[src/rtl/slot_reel_controller.sv]
// N-reel slot machine controller: button sync/edge detect, reel counters,
// staggered reel stops, win evaluation and a saturating win tally.
// Ports:
//   clk        - system clock, rising edge
//   rst        - synchronous active-low reset
//   start_stop - raw button level (asynchronous)
//   state      - FSM state code (SET=0 RUN=1 STOPPING=2 EVAL=3 WIN=4 LOSE=5)
//   reels      - packed reel symbols, reel i at [i*SYM_W +: SYM_W]
//   spinning   - bit i set while reel i advances
//   win        - high while in WIN
//   win_count  - saturating number of wins
module slot_reel_controller #(
    parameter int N_REELS   = 3,
    parameter int N_SYMBOLS = 8,
    parameter int SYM_W     = $clog2(N_SYMBOLS),
    parameter int STOP_GAP  = 4,
    parameter int CNT_W     = 8
) (
    input  logic                       clk,
    input  logic                       rst,
    input  logic                       start_stop,
    output logic [2:0]                 state,
    output logic [N_REELS*SYM_W-1:0]   reels,
    output logic [N_REELS-1:0]         spinning,
    output logic                       win,
    output logic [CNT_W-1:0]           win_count
);

    localparam int GAP_W = $clog2(N_REELS * STOP_GAP + 1);

    typedef enum logic [2:0] {
        S_SET      = 3'd0,
        S_RUN      = 3'd1,
        S_STOPPING = 3'd2,
        S_EVAL     = 3'd3,
        S_WIN      = 3'd4,
        S_LOSE     = 3'd5
    } state_t;

    state_t                     st_q, st_d;
    logic                       s0, s1, s2;
    logic                       press;
    logic [GAP_W-1:0]           gap_q, gap_d;
    logic [N_REELS-1:0]         spin_d;
    logic [N_REELS-1:0]         stop_now;
    logic [N_REELS*SYM_W-1:0]   reels_d;
    logic [CNT_W-1:0]           cnt_d;
    logic                       all_eq;

    assign press = s1 & ~s2;
    assign state = st_q;

    // Reel i steps by (i+1) with a single conditional subtract for the wrap,
    // and holds on its own stop edge.
    for (genvar g = 0; g < N_REELS; g++) begin : g_reel
        logic [SYM_W:0] sum;
        logic [SYM_W-1:0] nxt;

        assign sum = {1'b0, reels[g*SYM_W +: SYM_W]} + (SYM_W+1)'(g + 1);
        assign nxt = (sum >= (SYM_W+1)'(N_SYMBOLS))
                   ? SYM_W'(sum - (SYM_W+1)'(N_SYMBOLS))
                   : SYM_W'(sum);

        if (g == 0) begin : g_first
            assign stop_now[g] = (st_q == S_RUN) && press;
        end else begin : g_rest
            // gap counter reads k-1 on the k-th edge after reel 0 stopped
            assign stop_now[g] = (st_q == S_STOPPING)
                              && (int'(gap_q) == g * STOP_GAP - 1);
        end

        assign reels_d[g*SYM_W +: SYM_W] = (spinning[g] && !stop_now[g])
                                         ? nxt
                                         : reels[g*SYM_W +: SYM_W];
    end

    always_comb begin
        all_eq = 1'b1;
        for (int i = 1; i < N_REELS; i++) begin
            if (reels[i*SYM_W +: SYM_W] != reels[0 +: SYM_W]) begin
                all_eq = 1'b0;
            end
        end
    end

    always_comb begin
        st_d   = st_q;
        spin_d = spinning;
        gap_d  = gap_q;
        cnt_d  = win_count;
        unique case (st_q)
            S_SET: begin
                if (press) begin
                    st_d   = S_RUN;
                    spin_d = '1;
                end
            end
            S_RUN: begin
                if (press) begin
                    st_d      = S_STOPPING;
                    spin_d[0] = 1'b0;
                    gap_d     = '0;
                end
            end
            S_STOPPING: begin
                gap_d  = gap_q + 1'b1;
                spin_d = spinning & ~stop_now;
                if (spinning == '0) begin
                    st_d = S_EVAL;
                end
            end
            S_EVAL: begin
                if (all_eq) begin
                    st_d = S_WIN;
                    if (win_count != '1) begin
                        cnt_d = win_count + 1'b1;
                    end
                end else begin
                    st_d = S_LOSE;
                end
            end
            S_WIN, S_LOSE: begin
                if (press) begin
                    st_d   = S_RUN;
                    spin_d = '1;
                end
            end
            default: begin
                st_d = S_SET;
            end
        endcase
    end

    always_ff @(posedge clk) begin
        if (!rst) begin
            st_q      <= S_SET;
            s0        <= 1'b0;
            s1        <= 1'b0;
            s2        <= 1'b0;
            gap_q     <= '0;
            reels     <= '0;
            spinning  <= '0;
            win       <= 1'b0;
            win_count <= '0;
        end else begin
            st_q      <= st_d;
            s0        <= start_stop;
            s1        <= s0;
            s2        <= s1;
            gap_q     <= gap_d;
            reels     <= reels_d;
            spinning  <= spin_d;
            win       <= (st_d == S_WIN);
            win_count <= cnt_d;
        end
    end

endmodule

[config.mk]
export PLATFORM = sky130hd
export DESIGN_NAME = slot_reel_controller
export DESIGN_NICKNAME = d
export VERILOG_FILES = /design/src/rtl/slot_reel_controller.sv
export SDC_FILE = /design/constraint.sdc
export NUM_CORES = 1
export LEC_CHECK = 0
export ABC_AREA = 1
export CAP_MARGIN = 25
export CORE_MARGIN = 10
export CORE_UTILIZATION = 35
export DETAILED_ROUTE_END_ITERATION = 12
export PLACE_DENSITY = 0.57
export SETUP_SLACK_MARGIN = 0.4
export SYNTH_ARGS = -nofsm -noshare
export SYNTH_HDL_FRONTEND = slang
export SYNTH_SLANG_ARGS = --single-unit
[constraint.sdc]
create_clock -name clk -period 1.96 [get_ports clk]
set_clock_uncertainty 0.2 [all_clocks]
set_input_delay 0.49 -clock clk [delete_from_list [all_inputs] [get_ports clk]]
set_output_delay 0.49 -clock clk [all_outputs]
set_load 0.005 [all_outputs]
==> impl_metrics.tcl, run 1 <==
set metrics [dict create \
    detail_route.wirelength.met1_um 1780 \
    synthesis.area_mm2 0.00157 \
    first_pass_iters 4 \
    drc_errors 0 \
    port_buffers 25 \
    design.final.nets 284 \
    path_max_fanout 6 \
    syn-mean-instance-area_um2 7.25 \
    reg2reg_slack_ps 370 \
    antenna_violating_nets_post_route 0 \
    vdd_drop_max_mv 0.413 \
    path_class "flop to flop" \
    total_routing_usage_gr_pct 10.8 \
    seq_area_frac_synth_pct 38.3 \
    design.core.area_mm2 0.00435 \
    type_of_the_tightest_min_delay_check "flop to flop" \
    ff_latch_area_um2 649 \
    final_number_of_hold_violating_endpoints 0 \
    cells_taking_the_most_area_after_synthesis "dfxtp_1 38%, nand2_1 9.8%, inv_1 6.7%" \
    final_layout_size_suffix_gt1_share_pct 41.0 \
    cts_tree "done" \
    grt_setup_unrepaired "yes" \
    cts.reportedPaths.clkPinSlew_ps 70 \
    worst-endpoint-arrival_ps 1610 \
    cts_buf_count 5 \
    finalCriticalPeriod_ps 1590 \
    critical_path_buf_inv_count 1 \
    met3_length_um 223 \
    timing.hold.worst_path_depth 2 \
    io_pins 27 \
    grt_pass1_wl_um 6560 \
    chipWidth_um 86.9 \
    timing.final.ws_setup_ps 368 \
    routabilityCongestion 0.796 \
    synth_flop_cell "dfxtp_1" \
    timing_max_transition_violations_final 0 \
    setup-violations-final 0 \
    clk_path_buf_depth 2 \
    crit_path_end_kind "flop" \
    hpwl_um 2590 \
    drtIter0Drc 37 \
    htree_depth 2 \
    dpl_cell_area_mm2 0.00188 \
    ctsRootBufferMaster "clkbuf_8" \
    ys_warn_count 0 \
    first_global_vias 1421 \
    worstPathRequired_ps 1970 \
    timing.critical_path.max_delay_family "simple AND/OR/NAND/NOR gates" \
    multi_input_gate_area_in_the_final_layout_um2 886 \
    worstSkewPairLatency_ps 290 \
    max-cap-violations 0 \
    dieHeight_um 86.9 \
    fraction_of_registers_with_async_set_or_reset_after_synthesis_pct 0 \
    p_leak_nw 1.03 \
    globalRouteOverflowTotal 0 \
    avgViaCountPerCell 4.59 \
    ctsHoldBuffers 0 \
    outcome "finished clean" \
    route.final.wire_length_um 3910 \
    cp_max_stage_cell "dfxtp_2" \
    sink_count_of_the_clock_tree 30 \
    number_of_storage_elements_in_the_synthesis_netlist 30 \
    p_total_mw 1.36 \
    finalInstanceArea_mm2 0.00231 \
    dp_slack_ps 125 \
    avgRoutedWirePerCell_um 11.8 \
    n_antenna_cell 0 \
    num_vias 1514 \
    critPathMaxStageDelay_ps 340 \
    post-synth-top-area-fraction_pct 38.3 \
    row_count 24 \
    post_synth_num_cell_types 29 \
    met2RoutedLength_um 1850 \
    syn-instance-count 216 \
    die_area_mm2 0.00755 \
    post-route-util_pct 53.0 \
    initial_utilization_pct 36.0 \
    topRoutingLayerUsed "met4" \
    fillers 433 \
    synth-edff-count 0 \
    pwr_density_cell_mw_per_mm2 589 \
    critical_path_cell_count 8 \
    highest_clock_frequency_the_design_can_meet_ghz 0.628 \
    antenna_violations_before_repair 0 \
    synth_fp_nets 223 \
    min_period_over_period_pct 81.2 \
    rr_worst_depth 8 \
    critical_path.most_common_cell "nor2_4" \
    cp_cell_sequence "buf_12 > nor2_4 > nand2_2 > nor2_4 > nand2_2 > nor2_4 > nand3_2 > a21oi_1" \
    leading_post_synthesis_cells_by_instance_count "41 x nand2_1, 30 x dfxtp_1, 28 x inv_1" \
    fin_tns_setup_ps 0 \
    grt_start_max_net_pins 15 \
    timing.critical_path.from_type "flop" \
    synthDominantAreaCellType "dfxtp_1" \
    synthMostInstantiatedCell "nand2_1" \
    flow.area_growth_from_synthesis_pct 47.2 \
]
[state kept, by name, summed over array words and instances, names as in the netlist]
| signal | flops |
|---|---|
| state | 3 |
| gap_q | 4 |
| reels | 8 |
| spinning | 3 |
| win | 1 |
| win_count | 8 |
| s0 | 1 |
| s2 | 1 |
| s1 | 1 |
[final cells by class]
cell class,count,area share [%]
timing repair buffer,57,20.2
inverter,36,6.46
clock buffer,7,3.74
sequential,30,28.2
clock inverter,1,0.217
multi-input combinational,147,38.4
tap,52,2.82
[tightest hold or removal path, cell delays in order (launching register included)]
cell     delay (ps)
dfxtp_1         310
nand2_1          50
inv_1            40
[cells in the final DEF, fill, tap and decap left out, types with 8 or more instances in the layout]
| cell | netlist | final |
|---|---|---|
| nand2_1 | 41 | 39 |
| buf_4 | 1 | 27 |
| inv_1 | 28 | 25 |
| a21oi_1 | 20 | 19 |
| dfxtp_2 | 0 | 15 |
| nor2_1 | 13 | 12 |
| clkdlybuf4s15_1 | 0 | 12 |
| nand3_1 | 17 | 11 |
| clkbuf_2 | 0 | 10 |
| o21ai_0 | 9 | 9 |
| nor2_4 | 6 | 8 |
| dfxtp_4 | 0 | 8 |
[kinds of logic after synthesis]
group	share of synthesized area, %
AND/OR/NAND/NOR	31.8
AO/OA/AOI/OAI	13.8
buffers and inverters	9.82
flip-flops	38.3
XOR/XNOR	2.80
adder cells (fa/ha/maj)	3.20
other	0.239
[path summary, 6_finish.rpt]
check	end	start
worst max-delay path	win_count[2]$_SDFFE_PN0P_	reels[0]$_SDFFE_PN0N_
worst min-delay path	s1$_SDFF_PN0_	s0$_SDFF_PN0_
worst max register to register	win_count[2]$_SDFFE_PN0P_	reels[0]$_SDFFE_PN0N_
worst min register to register	s1$_SDFF_PN0_	s0$_SDFF_PN0_
[layer usage]
metal | GRT usage (%) | vias to the layer above
met1 | 12.4 | 678
met4 | 4.27 | 0
li1 | - | 809
met5 | 0 | -
met2 | 17.0 | 20
met3 | 4.78 | 7
[report_power, final]
group | switching (mW) | total [mW] | internal (mW)
clock network | 0.243 | 0.526 | 0.283
registers | 0.0144 | 0.635 | 0.621
logic | 0.113 | 0.197 | 0.0831
[timing repair]
action                                  4_1_cts  5_1_grt
buffers inserted                             20       10
resized for setup                            75       41
pin swaps                                     5       15
endpoints found under the setup margin       31       38
gates cloned                                  0        0
[metrics by stage]
step,cells,hold WS (ps)
after floorplan,216,190
after detailed placement,292,201
after global routing,330,249
after CTS,320,216
final,330,213
after global placement,292,205
Note: power is estimated with default switching activity, not from simulation.
==> inputs of run 2 (changes only) <==
clock period = 1.5 ns   (was 1.96 ns; I/O delays follow)
==> run 2 against run 1 <==
The flow now finishes with violations (negative setup slack). First-iteration DRC count increased by 2.7%. Non-clock buffer count increased by 7. Worst hold slack improved by 26 ps. Design area increased by 13%. Worst setup slack got worse by 430 ps. Critical path depth grew 1. Total power is 33% higher. Critical path type unchanged. Critical endpoint is now win_count[3]$_SDFFE_PN0P_. Highest routed layer unchanged.
==> impl_metrics.tcl, run 2 (same netlist as run 1, synthesis figures left out) <==
set metrics [dict create \
    flow.area_growth_from_synthesis_pct 66.7 \
    first_pass_iters 4 \
    max-cap-violations 0 \
    row_count 24 \
    routabilityCongestion 0.759 \
    cts_buf_count 5 \
    topRoutingLayerUsed "met4" \
    final_layout_size_suffix_gt1_share_pct 59.3 \
    pwr_density_cell_mw_per_mm2 690 \
    met3_length_um 262 \
    path_class "flop to flop" \
    io_pins 27 \
    top_regs "reels x8, win_count x8, gap_q x4" \
    timing_max_transition_violations_final 0 \
    sink_count_of_the_clock_tree 30 \
    antenna_violating_nets_post_route 0 \
    cts_tree "done" \
    worstPathRequired_ps 1510 \
    multi_input_gate_area_in_the_final_layout_mm2 0.00103 \
    finalCriticalPeriod_ps 1560 \
    p_leak_nw 1.10 \
    antenna_violations_before_repair 0 \
    worstSkewPairLatency_ps 280 \
    ctsRootBufferMaster "clkbuf_8" \
    design.final.nets 291 \
    cp_max_stage_cell "dfxtp_4" \
    grt_setup_unrepaired "yes" \
    avgRoutedWirePerCell_um 12.6 \
    critical_path_buf_inv_count 3 \
    globalRouteOverflowTotal 0 \
    dp_slack_ps -21.6 \
    timing.critical_path.from_type "flop" \
    outcome "finished with violations" \
    finalHoldWorstSlack_ps 239 \
    drc_errors 0 \
    fillers 386 \
    timing.final.ws_setup_ps -58.3 \
    hpwl_um 2900 \
    drtIter0Drc 38 \
    total_routing_usage_gr_pct 11.3 \
    timing.critical_path.max_delay_family "simple AND/OR/NAND/NOR gates" \
    die_area_mm2 0.00755 \
    final_number_of_hold_violating_endpoints 0 \
    first_global_vias 1512 \
    mostFrequentLayoutCells "33 x buf_6, 31 x nand2_1, 24 x buf_4" \
    htree_depth 2 \
    violations "negative setup slack" \
    clk_path_buf_depth 2 \
    initial_utilization_pct 36.0 \
    min_period_over_period_pct 104 \
    highest_clock_frequency_the_design_can_meet_ghz 0.642 \
    ff_latch_area_um2 653 \
    chipWidth_um 86.9 \
    detail_route.wirelength.met1_um 1800 \
    cts.reportedPaths.clkPinSlew_ps 70 \
    crit_path_end_kind "flop" \
    cp_cell_sequence "buf_6 > ha_4 > nand2_2 > inv_2 > nand3b_1 > nand2_4 > inv_6 > nand3_2 > a21oi_2" \
    type_of_the_tightest_min_delay_check "flop to flop" \
    ctsHoldBuffers 0 \
    port_buffers 25 \
    grt_start_max_net_pins 14 \
    avgViaCountPerCell 4.71 \
    critPathMaxStageDelay_ps 340 \
    route.final.wire_length_um 4260 \
    grt_pass1_wl_um 6930 \
    post-route-util_pct 60.0 \
    vdd_drop_max_mv 0.411 \
    design.core.area_mm2 0.00435 \
    n_antenna_cell 0 \
    path_max_fanout 8 \
    dieHeight_um 86.9 \
    num_vias 1586 \
    worst-endpoint-arrival_ps 1560 \
    met2RoutedLength_um 2130 \
    setup-violations-final 9 \
    commonest_non_fill_non_tap_cell_in_the_layout "buf_6" \
]
run 2: changes by cell type in the layout (fill, tap and decap cells not counted), moves of 5 or more:
cell	delta
a21oi_1	-11
clkdlybuf4s15_1	-12
nand3_1	-5
a21oi_2	+11
nand2_1	-8
buf_6	+29
clkbuf_2	-10
o21ai_0	-5
nand2_2	+6
run 2: report_power, final:
group / total, mW / switching [mW] / internal, mW
Combinational: 0.308 / 0.167 / 0.141
Sequential: 0.831 / 0.0207 / 0.810
Clock: 0.664 / 0.294 / 0.369
Total: 1.80 / 0.482 / 1.32
run 2: path summary, 6_finish.rpt:
path | startpoint | endpoint | slack [ps] | cells past startpoint
setup / recovery | win_count[0]$_SDFFE_PN0P_ | win_count[3]$_SDFFE_PN0P_ | -60 | 9
hold / removal | s0$_SDFF_PN0_ | s1$_SDFF_PN0_ | 240 | 2
setup reg to reg | win_count[0]$_SDFFE_PN0P_ | win_count[3]$_SDFFE_PN0P_ | -60 | 9
hold reg to reg | s0$_SDFF_PN0_ | s1$_SDFF_PN0_ | 240 | 2
run 2: through the flow:
step / TNS (ps) / area [um^2] / power [mW] / instances
floorplan: 0 / 1690 / 0.999 / 216
global placement: -17.3 / 2120 / 1.10 / 306
detailed placement: -46.2 / 2120 / 1.10 / 306
CTS: -225 / 2410 / 1.78 / 327
global route: -1090 / 2610 / 1.90 / 337
finish: -323 / 2610 / 1.80 / 337
run 2: tightest hold or removal path, delay by kind of cell (launching register included):
kind / cells / cell delay [ps]
buf+inv: 1 / 40
simple gates: 1 / 80
flops: 1 / 290
run 2: cell type report:
class,instances,area share [%]
Sequential cell,30,25.0
Multi-Input combinational cell,147,39.6
Clock buffer,7,3.31
Timing Repair Buffer,64,23.4
Inverter,36,6.04
Clock inverter,1,0.192
Tap cell,52,2.49
run 2: what timing repair did:
item	in CTS	in global routing
setup buffers	13	10
endpoints found under the setup margin	51	50
pin swaps	27	15
resized for setup	159	33
run 2: routing by layer:
| layer | track usage [%] | up-vias |
|---|---|---|
| met3 | 4.03 | 6 |
| met5 | 0 | - |
| met4 | 3.98 | 0 |
| met2 | 18.7 | 28 |
| li1 | - | 829 |
| met1 | 13.1 | 723 |
==> inputs of run 3 (changes only) <==
CORE_MARGIN = 2   (was 10)
CORE_UTILIZATION = 52   (was 35)
PLACE_DENSITY = 0.79   (was 0.57)
==> run 3 against run 2 <==
Area after synthesis did not move. Synthesized cell count did not move. The run now fails in global routing.
==> impl_metrics.tcl, run 3 <==
set metrics [dict create \
    post-synth-top-area-fraction_pct 38.3 \
    worst_endpoint "win_count[4]$_SDFFE_PN0P_/D" \
    synthDominantAreaCellType "dfxtp_1" \
    error "[ERROR GRT-0232] Routing congestion too high. Check the congestion heatmap in the GUI." \
    initial_utilization_pct 55.8 \
    chipWidth_um 58.9 \
    synth-edff-count 0 \
    grt_start_max_net_pins 14 \
    ctsHoldBuffers 0 \
    routabilityCongestion 0.816 \
    row_count 19 \
    worst_path_end_type "sequential cell input" \
    post_synth_num_cell_types 29 \
    synth_flop_cell "dfxtp_1" \
    cells_taking_the_most_area_after_synthesis "dfxtp_1 38%, nand2_1 9.8%, inv_1 6.7%" \
    dpl_cell_area_mm2 0.00205 \
    ctsRootBufferMaster "clkbuf_4" \
    hpwl_um 2600 \
    io_pins 27 \
    synthesis.area_mm2 0.00157 \
    total_routing_usage_gr_pct 72.2 \
    leading_post_synthesis_cells_by_instance_count "41 x nand2_1, 30 x dfxtp_1, 28 x inv_1" \
    synth_fp_nets 223 \
    synthMostInstantiatedCell "nand2_1" \
    dieHeight_um 58.9 \
    fraction_of_registers_with_async_set_or_reset_after_synthesis_pct 0 \
    htree_depth 2 \
    ys_warn_count 0 \
    sink_count_of_the_clock_tree 30 \
    cts_buf_count 5 \
    syn-instance-count 216 \
    number_of_storage_elements_in_the_synthesis_netlist 30 \
    seq_area_frac_synth_pct 38.3 \
    lastStage "global routing" \
    globalRouteOverflowTotal 51 \
    clk_path_buf_depth 2 \
    port_buffers 25 \
    syn-mean-instance-area_um2 7.25 \
    outcome "stopped before the end" \
]
run 3: cell counts after synthesis:
No cell type changed its count.
run 3: what timing repair did:
action | in CTS
gates resized for setup | 161
pin swaps | 28
buffers inserted | 32
setup endpoints to repair | 50
run 3: cell families after synthesis:
logic type               after synthesis  synth area share, %
AND/OR/NAND/NOR                       97                 31.8
AO/OA/AOI/OAI                         40                 13.8
buffers and inverters                 39                 9.82
flip-flops                            30                 38.3
XOR/XNOR                               5                 2.80
adder cells (fa/ha/maj)                4                 3.20
other                                  1                0.239
run 3: layer usage:
layer  track usage (%)  GRT overflow
met5                 0             0
met4              86.7            30
met3              43.1             0
met2              92.5            21
met1              72.8             0
run 3: per-stage QoR:
stage / instances / TNS [ps] / worst slack [ps]
CTS: 320 / -271 / -86.8
detailed placement: 280 / -135 / -35.7
global placement: 280 / -9.34 / -5.60
floorplan: 216 / 0 / 127
==> inputs of run 4 (changes only) <==
CORE_UTILIZATION = 40   (was 52)
PLACE_DENSITY = not set   (was 0.79)
PLACE_DENSITY_LB_ADDON = 0.15   (was not set)
SETUP_SLACK_MARGIN = not set   (was 0.4)
==> run 4 against run 3 <==
The run now ends clean.
==> impl_metrics.tcl, run 4 (same netlist as run 1, synthesis figures left out) <==
set metrics [dict create \
    antenna_violations_before_repair 0 \
    timing.final.ws_setup_ps 18.6 \
    n_antenna_cell 0 \
    drc_errors 0 \
    flow.area_growth_from_synthesis_pct 45.0 \
    crit_path_end_kind "flop" \
    cts_buf_count 5 \
    port_buffers 25 \
    worstPathRequired_ps 1520 \
    grt_start_max_net_pins 12 \
    fillers 366 \
    vdd_drop_max_mv 0.463 \
    globalRouteOverflowTotal 0 \
    dp_slack_ps -55.9 \
    ctsRootBufferMaster "clkbuf_8" \
    type_of_the_tightest_min_delay_check "flop to flop" \
    finalHoldWorstSlack_ps 219 \
    first_pass_iters 4 \
    grt_pass1_wl_um 6060 \
    worst-endpoint-arrival_ps 1500 \
    final_layout_size_suffix_gt1_share_pct 37.5 \
    cts.reportedPaths.clkPinSlew_ps 60 \
    avgViaCountPerCell 4.56 \
    post_layout_nonfiller_instances 320 \
    design.core.area_mm2 0.00372 \
    setup-violations-final 0 \
    io_pins 27 \
    pwr_density_cell_mw_per_mm2 751 \
    path_max_fanout 6 \
    highest_clock_frequency_the_design_can_meet_ghz 0.675 \
    dpl.cell_count 307 \
    route.final.wire_length_um 3410 \
    cp-startpoint "reels[1]$_SDFFE_PN0N_" \
    antenna_violating_nets_post_route 0 \
    worstSkewPairLatency_ps 290 \
    timing.critical_path.from_type "flop" \
    timing_max_transition_violations_final 0 \
    sink_count_of_the_clock_tree 30 \
    ff_latch_area_um2 637 \
    first_global_vias 1438 \
    max-cap-violations 0 \
    mostFrequentLayoutCells "36 x nand2_1, 26 x inv_1, 26 x buf_4" \
    initial_utilization_pct 42.2 \
    cts_tree "done" \
    finalInstanceArea_mm2 0.00227 \
    num_vias 1459 \
    clk_path_buf_depth 2 \
    hpwl_um 2480 \
    dieHeight_um 66.6 \
    routabilityCongestion 0.830 \
    min_period_over_period_pct 98.8 \
    final_number_of_hold_violating_endpoints 0 \
    grt_setup_unrepaired "yes" \
    ctsHoldBuffers 0 \
    regToRegStartpoint "reels[1]$_SDFFE_PN0N_" \
    die_area_mm2 0.00443 \
    multi_input_gate_area_in_the_final_layout_um2 925 \
    design.final.nets 279 \
    path_class "flop to flop" \
    outcome "finished clean" \
    finalCriticalPeriod_ps 1480 \
    commonest_non_fill_non_tap_cell_in_the_layout "nand2_1" \
    hp-start "s0$_SDFF_PN0_" \
    htree_depth 2 \
    drtIter0Drc 57 \
    dpl_cell_area_mm2 0.00202 \
    top_regs "reels x8, win_count x8, gap_q x4" \
    total_routing_usage_gr_pct 18.1 \
    chipWidth_um 66.6 \
    p_leak_nw 1.05 \
    row_count 22 \
    avgRoutedWirePerCell_um 10.7 \
]
run 4: final cells by class:
cell class / instances / area share [%]
clock inverters: 2 / 0.441
well taps: 48 / 2.64
multi-input cells: 147 / 40.7
flip-flops and latches: 30 / 28.0
clock buffers: 5 / 3.03
inverters: 36 / 6.17
repair buffers: 52 / 19.0
run 4: report_power, final:
| part | internal (mW) | switching (mW) |
|---|---|---|
| Sequential | 0.814 | 0.0167 |
| Clock | 0.311 | 0.310 |
| Combinational | 0.108 | 0.147 |
run 4: final timing paths:
check | endpoint | slack (ps) | cells past startpoint
worst max register to register | win_count[4]$_SDFFE_PN0P_ | 20 | 9
worst max-delay path | win_count[4]$_SDFFE_PN0P_ | 20 | 9
worst min register to register | s1$_SDFF_PN0_ | 220 | 2
worst min-delay path | s1$_SDFF_PN0_ | 220 | 2
run 4: worst max-delay path: stages (launching register included):
cell	delay [ps]
dfxtp_4	350
buf_6	100
inv_2	40
nand2_2	50
nand2_2	50
nor2_4	120
nand2_2	80
nor2_4	200
nand3_2	110
a21oi_2	120
run 4: timing repair:
item / 4_1_cts / 5_1_grt
endpoints found under the hold margin: 0 / 0
endpoints found under the setup margin: 31 / 21
resized for setup: 65 / 15
pin swaps: 18 / 9
buffers inserted: 8 / 1
gates cloned: 0 / 0
run 4: metrics by stage:
stage | TNS [ps] | power, mW | util (%)
final | 0 | 1.71 | 61.1
after global routing | -596 | 1.80 | 61.1
after CTS | -192 | 1.72 | 59.7
after detailed placement | -514 | 1.09 | 54.3
after global placement | -509 | 1.09 | 54.3
after floorplan | 0 | 0.993 | -
run 4: metal layers:
layer  GRT usage [%]  vias to the layer above  routed length (um)
met4            9.95                        0                  71
met3            4.05                        8                 117
met1            20.7                      629                1600
met5               0                        -                   0
li1                -                      801                   -
met2            31.1                       21                1620
